`src/rtl/muldiv_pkg.sv`:
```
// Shared definitions for the iterative multiply/divide sequencer.
// The divider datapath is built only when MULDIV_DIV_EN is defined.
package muldiv_pkg;

    localparam int unsigned MD_WIDTH = 32;

    typedef enum logic [1:0] {
        MD_MULTU = 2'b00,
        MD_MULT  = 2'b01,
        MD_DIVU  = 2'b10,
        MD_DIV   = 2'b11
    } md_op_e;

    typedef enum logic [1:0] {
        IDLE = 2'b00,
        RUN  = 2'b01,
        FIX  = 2'b10
    } md_state_e;

endpackage

```
`src/rtl/muldiv_step.sv`:
```
// One radix-2 iteration: shift-add for multiply, restoring shift-subtract for divide.
// Divide step logic exists only when MULDIV_DIV_EN is defined.
module muldiv_step
    import muldiv_pkg::*;
#(
    parameter int unsigned WIDTH = MD_WIDTH
) (
    input  logic [2*WIDTH-1:0] acc,
    input  logic [WIDTH-1:0]   operand,
    input  logic               mode,
    output logic [2*WIDTH-1:0] acc_next
);
    logic [WIDTH:0]     mul_sum_c;
    logic [2*WIDTH-1:0] mul_next_c;

    // Upper half accumulates the multiplicand; the carry lands in the bit shifted down.
    always_comb begin
        mul_sum_c  = {1'b0, acc[2*WIDTH-1:WIDTH]} + (acc[0] ? {1'b0, operand} : '0);
        mul_next_c = {mul_sum_c, acc[WIDTH-1:1]};
    end

`ifdef MULDIV_DIV_EN
    logic [WIDTH:0]   div_sh_c;
    logic             div_ge_c;
    logic [WIDTH-1:0] div_diff_c;

    // Remainder is always below the divisor, so the trial difference fits in WIDTH bits.
    always_comb begin
        div_sh_c   = acc[2*WIDTH-1:WIDTH-1];
        div_ge_c   = div_sh_c >= {1'b0, operand};
        div_diff_c = WIDTH'(div_sh_c - {1'b0, operand});
        acc_next   = mul_next_c;
        if (mode) begin
            if (div_ge_c) begin
                acc_next = {div_diff_c, acc[WIDTH-2:0], 1'b1};
            end else begin
                acc_next = {acc[2*WIDTH-2:0], 1'b0};
            end
        end
    end
`else
    logic unused_mode;

    assign unused_mode = mode;

    always_comb begin
        acc_next = mul_next_c;
    end
`endif

endmodule

```
`src/rtl/muldiv_sequencer.sv`:
```
// Iterative HI/LO multiply/divide unit with core stall generation.
// Define MULDIV_DIV_EN to accept divu/div; otherwise those starts are ignored.
module muldiv_sequencer
    import muldiv_pkg::*;
#(
    parameter int unsigned WIDTH = MD_WIDTH
) (
    input  logic             clk,
    input  logic             reset,
    input  logic             start,
    input  logic [1:0]       op,
    input  logic [WIDTH-1:0] srca,
    input  logic [WIDTH-1:0] srcb,
    input  logic             rd_req,
    output logic             stall,
    output logic             busy,
    output logic             done,
    output logic [WIDTH-1:0] hi,
    output logic [WIDTH-1:0] lo
);
    localparam int unsigned CNT_W = $clog2(WIDTH) + 1;
    localparam int unsigned ACC_W = 2 * WIDTH;
`ifdef MULDIV_DIV_EN
    localparam bit DIV_EN = 1'b1;
`else
    localparam bit DIV_EN = 1'b0;
`endif

    md_state_e        state_q, state_d;
    logic [CNT_W-1:0] cnt_q;
    logic [ACC_W-1:0] acc_q, acc_next_c;
    logic [WIDTH-1:0] opb_q;
    logic             sign_a_q, sign_b_q, is_div_q;

    logic             signed_op_c, div_op_c, accept_c;
    logic [WIDTH-1:0] mag_a_c, mag_b_c;
    logic [ACC_W-1:0] prod_c;
    logic [WIDTH-1:0] quo_c, rem_c, fix_hi_c, fix_lo_c;

    // Operand decode and magnitude extraction at the accept edge.
    always_comb begin
        signed_op_c = (op == MD_MULT) || (op == MD_DIV);
        div_op_c    = (op == MD_DIVU) || (op == MD_DIV);
        accept_c    = start && (state_q == IDLE) && (DIV_EN || !div_op_c);
        mag_a_c     = (signed_op_c && srca[WIDTH-1]) ? WIDTH'(-srca) : srca;
        mag_b_c     = (signed_op_c && srcb[WIDTH-1]) ? WIDTH'(-srcb) : srcb;
    end

    always_ff @(posedge clk) begin
        if (reset) begin
            state_q <= IDLE;
        end else begin
            state_q <= state_d;
        end
    end

    always_comb begin
        state_d = state_q;
        case (state_q)
            IDLE:    if (accept_c) state_d = RUN;
            RUN:     if (cnt_q == CNT_W'(WIDTH - 1)) state_d = FIX;
            FIX:     state_d = IDLE;
            default: state_d = IDLE;
        endcase
    end

    muldiv_step #(.WIDTH(WIDTH)) u_step (
        .acc      (acc_q),
        .operand  (opb_q),
        .mode     (is_div_q),
        .acc_next (acc_next_c)
    );

    // Sign fixup of the magnitude result, applied during FIX.
    always_comb begin
        prod_c = (sign_a_q ^ sign_b_q) ? ACC_W'(-acc_q) : acc_q;
        quo_c  = (sign_a_q ^ sign_b_q) ? WIDTH'(-acc_q[WIDTH-1:0]) : acc_q[WIDTH-1:0];
        rem_c  = sign_a_q ? WIDTH'(-acc_q[ACC_W-1:WIDTH]) : acc_q[ACC_W-1:WIDTH];
        if (is_div_q) begin
            fix_hi_c = rem_c;
            fix_lo_c = quo_c;
        end else begin
            fix_hi_c = prod_c[ACC_W-1:WIDTH];
            fix_lo_c = prod_c[WIDTH-1:0];
        end
    end

    always_ff @(posedge clk) begin
        if (reset) begin
            cnt_q    <= '0;
            acc_q    <= '0;
            opb_q    <= '0;
            sign_a_q <= 1'b0;
            sign_b_q <= 1'b0;
            is_div_q <= 1'b0;
            hi       <= '0;
            lo       <= '0;
            done     <= 1'b0;
        end else begin
            done <= (state_q == FIX);
            if (accept_c) begin
                cnt_q    <= '0;
                acc_q    <= ACC_W'(mag_a_c);
                opb_q    <= mag_b_c;
                sign_a_q <= signed_op_c & srca[WIDTH-1];
                sign_b_q <= signed_op_c & srcb[WIDTH-1];
                is_div_q <= DIV_EN & div_op_c;
            end else if (state_q == RUN) begin
                cnt_q <= cnt_q + CNT_W'(1);
                acc_q <= acc_next_c;
            end
            if (state_q == FIX) begin
                hi <= fix_hi_c;
                lo <= fix_lo_c;
            end
        end
    end

    assign busy  = (state_q != IDLE);
    assign stall = busy & (rd_req | start);

endmodule
```
`config.mk`:
```
export PLATFORM = sky130hd
export DESIGN_NAME = muldiv_sequencer
export DESIGN_NICKNAME = d
export VERILOG_FILES = /design/src/rtl/muldiv_pkg.sv /design/src/rtl/muldiv_step.sv /design/src/rtl/muldiv_sequencer.sv
export SDC_FILE = /design/constraint.sdc
export NUM_CORES = 1
export LEC_CHECK = 0
export CAP_MARGIN = 20
export CORE_ASPECT_RATIO = 1.1
export CORE_MARGIN = 2
export CORE_UTILIZATION = 51
export CTS_CLUSTER_DIAMETER = 50
export DETAILED_ROUTE_END_ITERATION = 7
export PLACE_DENSITY_LB_ADDON = 0.1
export SETUP_SLACK_MARGIN = 0.05
export SLEW_MARGIN = 25
export SYNTH_ARGS = -nofsm -noshare
export SYNTH_HDL_FRONTEND = slang
export SYNTH_SLANG_ARGS = --single-unit
export TNS_END_PERCENT = 10
```
`constraint.sdc`:
```
create_clock -name clk -period 2.76 [get_ports clk]
set_input_delay 0.69 -clock clk [delete_from_list [all_inputs] [get_ports clk]]
set_output_delay 0.69 -clock clk [all_outputs]
set_load 0.05 [all_outputs]
```
==> results.cfg <==
[worst_setup_path]
timing.critical_path.cells = buf_8, and2_1, ha_1, o21a_1, o211ai_1, nor4_4, a21oi_4, o211ai_1, o311a_1, o41a_1
cp_num_buf_inv = 1
cp_slowest_stage_delay_ns = 0.37
critical_path.top_delay_family = compound AO/OA/AOI/OAI gates
worstPathMaxFanout = 8
r2r-end = acc_q[63]
critPathArrivalTime_ns = 3.03
critical_path_required_ns = 3.08
slowest_stage = dfxtp_4
timing.setup.critical_path_class = reg -> reg
rr_startpoint = acc_q[0]
critical_path_depth = 10
critical_path.endpoint_type = flop
setup.worst_path.start_class = flop
worst-r2r-setup-slack_ns = 0.05
worst_r2r_path_depth = 10
path_common_cell = o211ai_1

[synthesis]
synth_area_leader_cell = dfxtp_1
synth.ff_latch_count = 171
synth-seq-area-share_pct = 32.0
syn_nets = 1482
yosysWarningCount = 0
post_synth.cell_area_avg_sq_um = 7.77
synth.lib_cells_used.distinct = 71
netlist_area_sq_um = 10700
synth_flop_cell = dfxtp_1
syn_inst = 1375
synth.top_cells.by_area = dfxtp_1 32%, xnor2_1 6.2%, nand2_1 6.2%
netlist.area_leader.share_pct = 32.0
postSynth.asyncResetShare_pct = 0
post_synth_edffs = 0

[placement]
placed_area_sq_um = 13500
numPortBuffers = 136
post-place-cells = 1864
hpwl_microns = 22500
gp_congestion = 0.901

[power_and_ir_drop]
powerDensity_nw_per_um2 = 441
seqPwrFrac_pct = 40.5
post_layout_total_power_mw = 6.47
cell_internal_pwr_mw = 4.69
share_of_total_power_in_the_clock_network_pct = 42.6
p_switching_mw = 1.78
p_sw_share_pct = 27.5
vdd_ir_drop_max_mv = 0.516
power_frac_comb_pct = 16.9
leakagePower_nw = 5.62

[timing]
setup_violations = 0
finalWorstPathRequiredPeriod_ns = 2.71
report.final.slew_viol_count = 0
fin_hold_ws_ns = 0.448
final_hold_viol_count = 0
worst_relative_slew_slack_pct = 51.0
setup_skew_after_layout_ns = 0.0119
setup_repair_after_global_routing_missed_its_margin = yes
tightestPinTransition_ns = 0.735
fin_crit_sh_pct = 98.0
fmaxAchievable_ghz = 0.370

[floorplanning]
die_height_microns = 156
io_pins = 137
floorplan.die.width_microns = 142
floorplan.initialDensity_pct = 51.9
core_area_sq_um = 20600
row_count = 55
floorplan.die_area_sq_um = 22100

[run_status]
run_status = finished, final reports clean

[cts]
clk_transition_reported_paths_ns = 0.07
cts_buffers = 17
ctsRootBufferMaster = clkbuf_16
cts_buffer_depth = 2
tritoncts_clock_tree = built
clk-insertion-delay-late_ns = 0.44
tritoncts_num_sinks = 171
hold_bufs_inserted_after_cts = 0
clock_tree.htree_level_count = 4

[layout]
stdcell_area_sq_um = 14700
final_core_utilization_pct = 71.3
antenna-diode-count = 0
syn2layout_area_growth_pct = 37.4
final_cell_count_no_fill = 1904
layout-drive-gt1-share_pct = 20.4
number_of_nets_in_the_finished_design = 1742

[detailed_routing]
drt_antenna_net_count = 0
wl_met2_microns = 13600
vias_per_cell = 5.65
drt-pass1-iter-count = 5
drt_iter0_markers = 881
totalWireLength_microns = 30900
wl_met3_microns = 1810
vias = 10800
detail_route.wl_per_cell_microns = 16.2
met1_length_microns = 15000
dr.max_layer_used = met4
drcViolationCount = 0

[global_routing]
antenna_found_initial = 0
maximum_number_of_pins_on_one_net_before_global_route_repair = 71
global_route.overflow_total = 0
grt_first_pass_wirelength_microns = 49100
first_global_vias = 9903
globalRouteTotalUtil_pct = 27.3

[min_path]
holdPathEnd = hi[27]
hold_path_depth = 2
min-delay-path-class = reg -> reg
timing.hold.worst.start = hi[27]

[flow_run]
max_cap_violation_count = 0
cell families after synthesis:
group                    Yosys count  share of synthesized area (%)
flip-flops                       171                           32.0
AND/OR/NAND/NOR                  528                           24.2
multiplexers                       2                          0.187
AO/OA/AOI/OAI                    378                           23.1
adder cells (fa/ha/maj)           37                           4.40
buffers and inverters            119                           4.54
XOR/XNOR                         140                           11.5
routing by layer:
layer | track usage [%] | up-vias
li1 | - | 5408
met1 | 40.6 | 4988
met2 | 41.4 | 344
met3 | 3.96 | 25
met4 | 7.00 | 0
met5 | 0 | -
area by class of cell:
type	instances	area (sq um)
Inverter	30	113
Timing Repair Buffer	330	2900
Clock inverter	14	230
Fill cell	1634	5900
Tap cell	256	320
Sequential cell	171	3430
Multi-Input combinational cell	1085	7240
Clock buffer	18	439
cells in the final DEF, fill, tap and decap left out, drive strengths merged, types with 13 or more instances in the layout:
| master | count |
|---|---|
| buf | 195 |
| nand2 | 177 |
| dfxtp | 171 |
| nor2 | 159 |
| clkdlybuf4s50 | 124 |
| a21oi | 106 |
| o21ai | 86 |
| xnor2 | 76 |
| xor2 | 64 |
| a211oi | 57 |
| ha | 36 |
| inv | 35 |
| and2 | 35 |
| a311oi | 33 |
| nor3 | 29 |
| o31ai | 21 |
| nor4 | 20 |
| or3 | 20 |
| clkbuf | 19 |
| nand3 | 19 |
| nand4 | 14 |
| o41ai | 13 |
| or4 | 13 |
stage by stage:
step	setup slack (ns)	TNS (ns)
after floorplan	0.0489	0
after global placement	-0.449	-11.24
after detailed placement	-0.470	-12.98
after CTS	0.00423	0
after global routing	-0.0737	-0.258
final	0.0545	0
worst min-delay path, cell delays in order, from the launching register on:
cell and delay (ns):
dfxtp_1 0.32, nand2_1 0.04, o21ai_0 0.05
cells in the mapped netlist, types with 3 or more instances:
| master | count |
|---|---|
| a2111oi_0 | 3 |
| a211oi_1 | 57 |
| a21boi_0 | 3 |
| a21o_1 | 11 |
| a21oi_1 | 106 |
| a221oi_1 | 3 |
| a22oi_1 | 4 |
| a311oi_1 | 33 |
| a31oi_1 | 11 |
| and2_1 | 35 |
| and3_1 | 4 |
| and4_1 | 3 |
| buf_1 | 5 |
| buf_4 | 3 |
| clkbuf_1 | 75 |
| dfxtp_1 | 171 |
| ha_1 | 36 |
| inv_1 | 30 |
| nand2_1 | 176 |
| nand2b_1 | 11 |
| nand3_1 | 18 |
| nand3b_1 | 3 |
| nand4_1 | 13 |
| nor2_1 | 157 |
| nor2b_1 | 5 |
| nor3_1 | 27 |
| nor3b_1 | 4 |
| nor4_1 | 16 |
| nor4_4 | 4 |
| o211ai_1 | 4 |
| o21a_1 | 6 |
| o21ai_0 | 80 |
| o21ai_1 | 5 |
| o21bai_1 | 7 |
| o31ai_1 | 21 |
| o41ai_1 | 8 |
| o41ai_2 | 5 |
| or2_2 | 7 |
| or3_1 | 16 |
| or3_2 | 3 |
| or4_1 | 8 |
| or4_4 | 4 |
| xnor2_1 | 76 |
| xor2_1 | 64 |
flip-flops by register name, indices dropped and copies added, names as in the netlist:
| name | count |
|---|---|
| acc_q | 64 |
| hi | 32 |
| lo | 32 |
| opb_q | 32 |
| cnt_q | 6 |
| state_q | 2 |
| done | 1 |
| sign_a_q | 1 |
| sign_b_q | 1 |
power by group through the flow:
stage	Sequential, mW	Combinational [mW]	Clock [mW]
after floorplan	2.66	0.623	0
after global placement	2.67	1.03	0
after detailed placement	2.67	1.05	0
after CTS	2.62	1.06	2.77
after global routing	2.63	1.20	2.85
final	2.62	1.10	2.76
worst max-delay path by stage:
stage                         from   endpoint  slack [ns]
after floorplan           acc_q[0]  acc_q[63]        0.05
after global placement     srcb[8]  opb_q[26]       -0.45
after detailed placement   srcb[8]  opb_q[29]       -0.47
after CTS                 acc_q[0]  acc_q[53]       0.004
after global routing      acc_q[0]  acc_q[60]       -0.07
final                     acc_q[0]  acc_q[63]        0.05
repair_timing:
| item | CTS | global route |
|---|---|---|
| setup endpoints to repair | 22 | 46 |
| pin swaps | 3 | 49 |
| resized for setup | 17 | 83 |
| cloned | 0 | 1 |
| setup buffers | 0 | 7 |
Power figures use the tool's default switching activity.
